--- src/rtl/intan_ctrl_mc.sv ---
// Multi-channel Intan front-end sequencer: check and config wait phases, then a read phase that
// streams a 2-byte channel id plus a kind-sized counting payload per channel into a byte FIFO.
module intan_ctrl_mc #(
  parameter int unsigned NCH   = 4,
  parameter int unsigned CKNUM = 100,
  parameter int unsigned CFNUM = 400
) (
  input  logic                 i_clk,
  input  logic                 i_rst,
  input  logic [2*NCH-1:0]     i_dev_kind,
  output logic [2*NCH-1:0]     o_dev_type,
  input  logic [16*NCH-1:0]    i_chan_id,
  input  logic                 i_fs_check,
  input  logic                 i_fs_conf,
  input  logic                 i_fs_read,
  output logic                 o_fd_check,
  output logic                 o_fd_conf,
  output logic                 o_fd_read,
  output logic [7:0]           o_fifo_txd,
  output logic                 o_fifo_txen,
  input  logic                 i_fifo_full,
  output logic                 o_err,
  output logic [7:0]           o_so
);

  localparam logic [15:0] CkNum  = 16'(CKNUM);
  localparam logic [15:0] CfNum  = 16'(CFNUM);
  localparam logic [2:0]  LastCh = 3'(NCH - 1);

  typedef enum logic [7:0] {
    StIdle = 8'h11,
    StWfck = 8'h21,
    StBgck = 8'hA0,
    StGnck = 8'hA2,
    StLtck = 8'hA1,
    StFdck = 8'h12,
    StWfcf = 8'h41,
    StBgcf = 8'hB0,
    StGncf = 8'hB2,
    StLtcf = 8'hB1,
    StFdcf = 8'h22,
    StWfrd = 8'h81,
    StRdhh = 8'h83,
    StRdhl = 8'h85,
    StRdpl = 8'h87,
    StNxch = 8'h89,
    StFdrd = 8'h84
  } state_e;

  state_e            r_state, w_state_d;
  logic [15:0]       r_wnum, w_wnum_d;
  logic [2:0]        r_ch, w_ch_d;
  logic [7:0]        r_pcnt, w_pcnt_d;
  logic [2*NCH-1:0]  r_dev_type, w_dev_type_d;
  logic              r_txen, w_txen_d;
  logic [7:0]        r_txd, w_txd_d;
  logic              r_err, w_err_d;

  logic [1:0]        w_kind;
  logic [7:0]        w_len;
  logic [15:0]       w_id;
  logic              w_last;

  assign w_kind = r_dev_type[2*r_ch +: 2];
  assign w_id   = i_chan_id[16*r_ch +: 16];

  always_comb begin
    w_len = 8'd0;
    case (w_kind)
      2'b01:   w_len = 8'd32;
      2'b10:   w_len = 8'd64;
      2'b11:   w_len = 8'd128;
      default: w_len = 8'd0;
    endcase
  end

  assign w_last = (r_pcnt == (w_len - 8'd1));

  always_ff @(posedge i_clk) begin
    if (!i_rst) begin
      r_state    <= StIdle;
      r_wnum     <= '0;
      r_ch       <= '0;
      r_pcnt     <= '0;
      r_dev_type <= '0;
      r_txen     <= 1'b0;
      r_txd      <= '0;
      r_err      <= 1'b0;
    end else begin
      r_state    <= w_state_d;
      r_wnum     <= w_wnum_d;
      r_ch       <= w_ch_d;
      r_pcnt     <= w_pcnt_d;
      r_dev_type <= w_dev_type_d;
      r_txen     <= w_txen_d;
      r_txd      <= w_txd_d;
      r_err      <= w_err_d;
    end
  end

  always_comb begin
    w_state_d    = r_state;
    w_wnum_d     = r_wnum;
    w_ch_d       = r_ch;
    w_pcnt_d     = r_pcnt;
    w_dev_type_d = r_dev_type;
    w_txen_d     = 1'b0;
    w_txd_d      = r_txd;
    w_err_d      = r_err;
    case (r_state)
      StIdle: begin
        w_dev_type_d = '0;
        w_state_d    = StWfck;
      end
      StWfck: if (i_fs_check) w_state_d = StBgck;
      StBgck: begin
        w_wnum_d = '0;
        if (!i_fs_check) begin
          w_err_d   = 1'b1;
          w_state_d = StWfck;
        end else begin
          w_state_d = StGnck;
        end
      end
      StGnck: begin
        if (!i_fs_check) begin
          w_err_d   = 1'b1;
          w_wnum_d  = '0;
          w_state_d = StWfck;
        end else begin
          w_wnum_d = r_wnum + 16'd1;
          if (r_wnum == CkNum) w_state_d = StLtck;
        end
      end
      StLtck: begin
        w_wnum_d     = '0;
        w_dev_type_d = i_dev_kind;
        w_state_d    = StFdck;
      end
      StFdck: if (!i_fs_check) w_state_d = StWfcf;
      StWfcf: if (i_fs_conf) w_state_d = StBgcf;
      StBgcf: begin
        w_wnum_d = '0;
        if (!i_fs_conf) begin
          w_err_d   = 1'b1;
          w_state_d = StWfcf;
        end else begin
          w_state_d = StGncf;
        end
      end
      StGncf: begin
        if (!i_fs_conf) begin
          w_err_d   = 1'b1;
          w_wnum_d  = '0;
          w_state_d = StWfcf;
        end else begin
          w_wnum_d = r_wnum + 16'd1;
          if (r_wnum == CfNum) w_state_d = StLtcf;
        end
      end
      StLtcf: begin
        w_wnum_d  = '0;
        w_state_d = StFdcf;
      end
      StFdcf: if (!i_fs_conf) w_state_d = StWfrd;
      StWfrd: begin
        if (i_fs_read) begin
          w_ch_d    = '0;
          w_pcnt_d  = '0;
          w_state_d = StRdhh;
        end
      end
      // Read states: an abort wins over emission; a full FIFO freezes everything.
      StRdhh: begin
        if (!i_fs_read) begin
          w_err_d   = 1'b1;
          w_state_d = StWfrd;
        end else if (w_len == 8'd0) begin
          w_state_d = StNxch;
        end else if (!i_fifo_full) begin
          w_txen_d  = 1'b1;
          w_txd_d   = w_id[15:8];
          w_state_d = StRdhl;
        end
      end
      StRdhl: begin
        if (!i_fs_read) begin
          w_err_d   = 1'b1;
          w_state_d = StWfrd;
        end else if (!i_fifo_full) begin
          w_txen_d  = 1'b1;
          w_txd_d   = w_id[7:0];
          w_pcnt_d  = '0;
          w_state_d = StRdpl;
        end
      end
      StRdpl: begin
        if (!i_fs_read) begin
          w_err_d   = 1'b1;
          w_state_d = StWfrd;
        end else if (!i_fifo_full) begin
          w_txen_d = 1'b1;
          w_txd_d  = r_pcnt;
          if (w_last) begin
            w_pcnt_d  = '0;
            w_state_d = StNxch;
          end else begin
            w_pcnt_d = r_pcnt + 8'd1;
          end
        end
      end
      StNxch: begin
        if (!i_fs_read) begin
          w_err_d   = 1'b1;
          w_state_d = StWfrd;
        end else if (r_ch == LastCh) begin
          w_state_d = StFdrd;
        end else begin
          w_ch_d    = r_ch + 3'd1;
          w_state_d = StRdhh;
        end
      end
      StFdrd: if (!i_fs_read) w_state_d = StWfrd;
      default: w_state_d = StIdle;
    endcase
  end

  assign o_dev_type  = r_dev_type;
  assign o_fifo_txen = r_txen;
  assign o_fifo_txd  = r_txd;
  assign o_err       = r_err;
  assign o_so        = r_state;
  assign o_fd_check  = (r_state == StFdck);
  assign o_fd_conf   = (r_state == StFdcf);
  assign o_fd_read   = (r_state == StFdrd);

endmodule

--- config.mk ---
export PLATFORM = sky130hd
export DESIGN_NAME = intan_ctrl_mc
export DESIGN_NICKNAME = d
export VERILOG_FILES = /design/src/rtl/intan_ctrl_mc.sv
export SDC_FILE = /design/constraint.sdc
export NUM_CORES = 1
export LEC_CHECK = 0
export CORE_UTILIZATION = 52
export CTS_CLUSTER_SIZE = 25
export DETAILED_ROUTE_END_ITERATION = 12
export PLACE_DENSITY_LB_ADDON = 0.05
export SYNTH_ARGS = -nofsm -noshare
export SYNTH_HDL_FRONTEND = slang
export SYNTH_SLANG_ARGS = --single-unit
--- constraint.sdc ---
create_clock -name i_clk -period 5.65 [get_ports i_clk]
set_clock_uncertainty 0.15 [all_clocks]
set_input_delay 1.13 -clock i_clk [delete_from_list [all_inputs] [get_ports i_clk]]
set_output_delay 1.13 -clock i_clk [all_outputs]
set_load 0.02 [all_outputs]
==> flow_summary_export.csv, run 1 <==
group,metric,value,unit
status,outcome,"complete, no violations",
global_routing,grt_antenna_before_repair,0,
sta,period_minus_slack,3795,ps
clock_tree,hold_buffers,0,
clock_tree,ctsRootBufferMaster,"clkbuf_8",
synth,synth_area_leaders,"dfxtp_1 28%, mux4_2 10%, nand2_1 4.1%, xnor2_1 3.7%, nor2_1 3.3%",
layout,antenna_cells,0,
sta,min_period_over_period,67.17,%
synth,yosys.area_share.simple,29.70,%
hold_path,holdCritPathClass,"flip-flop to flip-flop",
clock_tree,path_clk_slew,100,ps
drt,wl_per_cell,16.50,um
synth,synth.avg_cell_area,8.707,um2
global_routing,track_usage,27.28,%
layout,drive_above_1_share,7.115,%
clock_tree,post_cts_buffers,0,
synth,synth_common_cells,"53 x dfxtp_1, 41 x nand2_1, 33 x nor2_1",
sta,finalHoldViolCount,0,
run,cap_viol_max_count,0,
global_routing,grt_overflow,0,
pwr,fin_total_pwr,1.008,mW
critical_path,worstSetupPathType,"flip-flop to output port",
synth,synth-edff-count,0,
layout,fin_cells,616,
drt,drc_errors,0,
placed_design,gp_congestion,0.8403,
synth,yosys.cell_count.top_type,"dfxtp_1",
floorplan,die_w,87.25,um
synth,yosysTopAreaCell,"dfxtp_1",
clock_tree,cts_resized,0,
placed_design,port-buffer-count,106,
pwr,internal-power,0.6764,mW
critical_path,end_kind,"output port",
sta,slew_headroom,33.62,%
critical_path,worstPathRequired,4370,ps
placed_design,place_hpwl,7623,um
synth,synth_cells,434,
pwr,p_leak,1.745,nW
synth,synth_compound_area_share,17.22,%
critical_path,crit_fanout,16,
placed_design,dp.cells,608,
pwr,clkPwrFrac,26.7,%
clock_tree,numCtsBuffers,5,
layout,design_area,4956,um2
drt,firstDrtPassIters,4,
drt,viasPerCell,6.144,
layout,final_nets,605,
drt,drt-initial-drc-count,244,
global_routing,grt_pass1_wl,16530,um
synth,synthFlopType,"dfxtp_1",
critical_path,critical_path_arrival,2520,ps
clock_tree,clk_path_buf_depth,2,
layout,syn_to_final_growth,31.16,%
sta,worstMarginPinSlew,992.0,ps
sta,whs,343.7,ps
pwr,p_comb_share,30.4,%
sta,fin_ws,1855,ps
synth,synth_top_family_by_area,"simple AND/OR/NAND/NOR gates",
layout,fillers,559,
synth,yosys_warnings,0,
floorplan,rows,30,
pwr,switching_share,32.91,%
clock_tree,cts_sinks,53,
synth,synth.distinct_cells,66,
synth,synth_async_sr_flop_share,0,%
synth,synth_top_area_share,28.08,%
clock_tree,cts_tree,"yes",
synth,synth_seq_cells,53,
floorplan,fp.dieH,87.25,um
synth,synth_area,3779,um2
global_routing,grt_max_degree,44,
sta,final.setup.tns,0,ps
sta,slew_violations,0,
pwr,power_density,203.4,nW/um2
floorplan,initial_core_util,54.71,%
floorplan,die_area,7612,um2
floorplan,boundaryPins,107,
synth,synth-xor-area-share,4.636,%
drt,vias,3785,
drt,finalWirelength,10170,um
floorplan,core,6907,um2
drt,ant_nets,0,
synth,yosys.area_share.adder,2.649,%
synth,syn-num-nets,520,
clock_tree,htreeDepth,2,
sta,rsz0062_at_grt,"false",
sta,fmax,263.5,MHz
placed_design,dpl-instance-area,4840,um2
sta,setup_viol,0,
pwr,p_seq_share,42.8,%
global_routing,grt_pass1_vias,3467,
synth,synthMuxAreaShare,12.25,%
critical_path,cp-start-kind,"flip-flop",
placed_design,dp_slack,1822,ps
layout,utilization,71.76,%
pwr,irDropWorstVdd,0.1409,mV
clock_tree,clk_latency,310,ps
synth,yosysSeqAreaShare,28.08,%
pwr,switching_power,0.3318,mW
## worst paths after layout
kind / start / to / slack, ps / depth (start not counted)
setup / recovery: o_so[7] / o_fd_read / 1850 / 4
hold / removal: r_wnum[1] / r_wnum[1] / 340 / 2
setup reg to reg: r_ch[1] / o_so[3] / 2220 / 11
hold reg to reg: r_wnum[1] / r_wnum[1] / 340 / 2
## cells in the final DEF, fill, tap and decap left out, drive strengths merged, types with 5 or more instances in the layout
cell type	instances
a21boi	7
a21oi	10
a222oi	7
a22oi	10
and4	7
clkbuf	5
clkdlybuf4s50	106
dfxtp	53
ha	8
inv	17
mux2i	8
mux4	17
nand2	41
nand3	11
nand4	7
nand4b	5
nor2	33
nor2b	18
nor3	17
nor3b	9
nor4	10
nor4b	6
o211a	8
o21ai	14
or3	6
xnor2	16
## cells by family after synthesis
group	after synthesis
xor gates and xnor gates	20
muxes	25
buffers and inverters	47
DFF	53
AOI/OAI and AO/OA	87
and+or+nand+nor	194
adders and majority gates	8
## per-layer routing
metal | wire length (um) | share of wire [%] | up-vias | global-route usage (%)
met3 | 694 | 6.8 | 11 | 3.886
met2 | 4719 | 46 | 147 | 42.54
met5 | 0 | 0 | - | 0
met4 | 111 | 1.1 | 0 | 5.067
li1 | - | - | 1803 | -
met1 | 4642 | 46 | 1824 | 40.31
## layout make-up
cell class	instances	area (um2)	area share (%)
inverters	15	56.30	1.136
flip-flops and latches	53	1061	21.41
clock buffers	5	68.82	1.389
repair buffers	110	1091	22.01
multi-input cells	334	2511	50.67
well taps	96	120.1	2.424
clock inverters	3	47.55	0.9594
## registers in the layout (all words and copies together) (netlist names)
signal and flops:
o_fifo_txd 8, r_wnum 16, r_pcnt 8, o_fifo_txen 1, o_so 8, o_dev_type 8, r_ch 3, o_err 1
## power groups by stage
stage	Sequential [mW]	Clock, mW	Combinational, mW
after global placement	0.438	0	0.298
after floorplan	0.418	0	0.216
after detailed placement	0.439	0	0.303
final	0.432	0.270	0.307
after global routing	0.437	0.293	0.332
after CTS	0.431	0.278	0.305
## worst max-delay path, cell delays in order, from the launching register on
cell and delay [ps]:
dfxtp_1 650, nor2b_1 350, nand2_1 140, nor4b_1 380, clkdlybuf4s50_1 680
No activity file was read; power rests on OpenSTA's default activity.
==> inputs of run 2 (changes only) <==
--- a/config.mk
+++ b/config.mk
@@ -5,7 +5,7 @@
 export SDC_FILE = /design/constraint.sdc
 export NUM_CORES = 1
 export LEC_CHECK = 0
-export CORE_UTILIZATION = 52
+export CORE_UTILIZATION = 44
 export CTS_CLUSTER_SIZE = 25
 export DETAILED_ROUTE_END_ITERATION = 12
 export PLACE_DENSITY_LB_ADDON = 0.05
==> constraint.sdc (replaced) <==
create_clock -name i_clk -period 3.38 [get_ports i_clk]
set_clock_uncertainty 0.15 [all_clocks]
set_input_delay 0.676 -clock i_clk [delete_from_list [all_inputs] [get_ports i_clk]]
set_output_delay 0.676 -clock i_clk [all_outputs]
set_load 0.02 [all_outputs]
==> flow_summary_export.csv, run 2 (same netlist as run 1, synthesis figures left out) <==
group,metric,value,unit
status,outcome,"complete, no violations",
sta,period_minus_slack,3128,ps
critical_path,r2r_end,"r_pcnt[2]",
floorplan,fp.dieH,94.67,um
global_routing,track_usage,24.74,%
clock_tree,htreeDepth,2,
critical_path,crit_fanout,8,
layout,largest_reg_flops,16,
layout,seqCellArea,1061,um2
drt,drc_errors,0,
clock_tree,clk_path_buf_depth,2,
placed_design,gp_congestion,0.9165,
drt,viasPerCell,5.894,
global_routing,grt_max_degree,35,
sta,min_period_over_period,92.53,%
critical_path,crit_chain,"buf_4 > nor2b_1 > nor4b_1 > clkdlybuf4s50_1",
pwr,clkPwrFrac,26.6,%
floorplan,core,8258,um2
drt,wl_per_cell,17.35,um
layout,fillers,746,
critical_path,worstPathRequired,2550,ps
global_routing,grt_pass1_wl,17400,um
hold_path,holdCritPathClass,"flip-flop to flip-flop",
clock_tree,ctsRootBufferMaster,"clkbuf_8",
sta,fmax,319.7,MHz
floorplan,rows,33,
critical_path,worstSetupPathType,"flip-flop to output port",
pwr,fin_total_pwr,1.742,mW
drt,ant_nets,0,
drt,drt-initial-drc-count,257,
clock_tree,cts_resized,0,
sta,final.setup.tns,0,ps
hold_path,hold_depth,2,
pwr,irDropWorstVdd,0.2379,mV
pwr,switching_share,33.72,%
clock_tree,cts_tree,"yes",
sta,setup_viol,0,
sta,finalHoldViolCount,0,
hold_path,min_to,"r_wnum[1]",
clock_tree,cts_sinks,53,
clock_tree,clk_latency,310,ps
floorplan,boundaryPins,107,
critical_path,rr_startpoint,"r_ch[1]",
drt,vias,3766,
layout,syn_to_final_growth,34.24,%
critical_path,ff2ff_setup_slack,450,ps
sta,worstMarginPinSlew,774.9,ps
layout,mostFrequentLayoutCell,"clkdlybuf4s50_1",
critical_path,critical_path_arrival,2300,ps
floorplan,die_w,94.67,um
pwr,p_seq_share,40.0,%
drt,finalWirelength,11090,um
floorplan,die_area,8962,um2
layout,multiInputGateArea,2511,um2
pwr,p_leak,1.815,nW
clock_tree,hold_buffers,0,
sta,slew_violations,0,
sta,rsz0062_at_grt,"false",
global_routing,grt_antenna_before_repair,0,
global_routing,grt_overflow,0,
layout,antenna_cells,0,
critical_path,end_kind,"output port",
critical_path,slowest_delay,690,ps
layout,final_nets,619,
pwr,p_comb_share,33.4,%
critical_path,cp-start-kind,"flip-flop",
critical_path,r2r_cells,11,
hold_path,hold_path.startpoint,"r_wnum[1]",
clock_tree,post_cts_buffers,0,
run,cap_viol_max_count,0,
global_routing,grt_pass1_vias,3448,
critical_path,crit_slowest_cell,"clkdlybuf4s50_1",
pwr,switching_power,0.5873,mW
clock_tree,numCtsBuffers,5,
layout,top_register,"r_wnum",
layout,drive_above_1_share,9.551,%
pwr,power_density,343.4,nW/um2
pwr,internal-power,1.155,mW
placed_design,port-buffer-count,106,
floorplan,initial_core_util,45.76,%
layout,final_cell_mix,"106 x clkdlybuf4s50_1, 53 x dfxtp_1, 41 x nand2_1",
sta,slew_headroom,48.10,%
clock_tree,path_clk_slew,110,ps
placed_design,place_hpwl,8379,um
drt,firstDrtPassIters,5,
## run 2: cell types whose count changed in the layout (fill, tap and decap cells not counted)
cell,before,now
buf_4,4,18
## run 2: worst max-delay path: cells and delay by family, from the launching register on
family,cells,cell delay [ps]
buf+inv,2,890
simple gates,2,680
flops,1,420
## run 2: metal layers
layer | GRT usage [%] | wire (um) | vias to the layer above
li1 | - | - | 1838
met1 | 35.30 | 5217 | 1812
met2 | 38.97 | 5207 | 106
met3 | 4.187 | 536 | 10
met4 | 5.303 | 126 | 0
met5 | 0 | 0 | -
## run 2: power groups by stage
| stage | sequential (mW) | combinational (mW) | clock [mW] |
|---|---|---|---|
| after floorplan | 0.699 | 0.360 | 0 |
| after global placement | 0.710 | 0.569 | 0 |
| after detailed placement | 0.710 | 0.574 | 0 |
| after CTS | 0.695 | 0.576 | 0.473 |
| after global routing | 0.704 | 0.631 | 0.501 |
| final | 0.697 | 0.583 | 0.463 |
## run 2: worst max-delay path by stage
| stage | slack (ps) | end | depth (start not counted) | startpoint |
|---|---|---|---|---|
| floorplan | 230 | r_pcnt[2] | 9 | r_ch[0] |
| global placement | 420 | r_pcnt[2] | 6 | i_fs_read |
| detailed placement | 350 | r_pcnt[2] | 6 | i_fs_read |
| CTS | 270 | o_fd_read | 4 | o_so[1] |
| global route | 110 | o_fd_read | 4 | o_so[1] |
| finish | 250 | o_fd_read | 4 | o_so[1] |
## run 2: stage by stage
step | std cells | utilization [%] | worst slack [ps] | area, um2 | hold WS, ps
final | 639 | 61.42 | 252.3 | 5072 | 349.5
after global routing | 639 | 61.42 | 107.7 | 5072 | 381.0
after CTS | 639 | 61.42 | 269.2 | 5072 | 349.3
after detailed placement | 631 | 60.02 | 349.5 | 4956 | 319.6
after global placement | 631 | 60.02 | 419.9 | 4956 | 325.3
after floorplan | 434 | - | 234.1 | 3779 | 311.4
## run 2: cell type report
type	instances	area share, %
clock buffer	5	1.357
clock inverter	3	0.9373
inverter	15	1.110
sequential	53	20.92
timing repair buffer	124	23.58
tap	105	2.590
multi-input combinational	334	49.51
==> inputs of run 3 (changes only) <==
--- a/config.mk
+++ b/config.mk
@@ -12,3 +12,4 @@
 export SYNTH_ARGS = -nofsm -noshare
 export SYNTH_HDL_FRONTEND = slang
 export SYNTH_SLANG_ARGS = --single-unit
+export TNS_END_PERCENT = 1
==> results of run 3 <==
The final DEF is identical to that of run 2; final timing and power are the same.
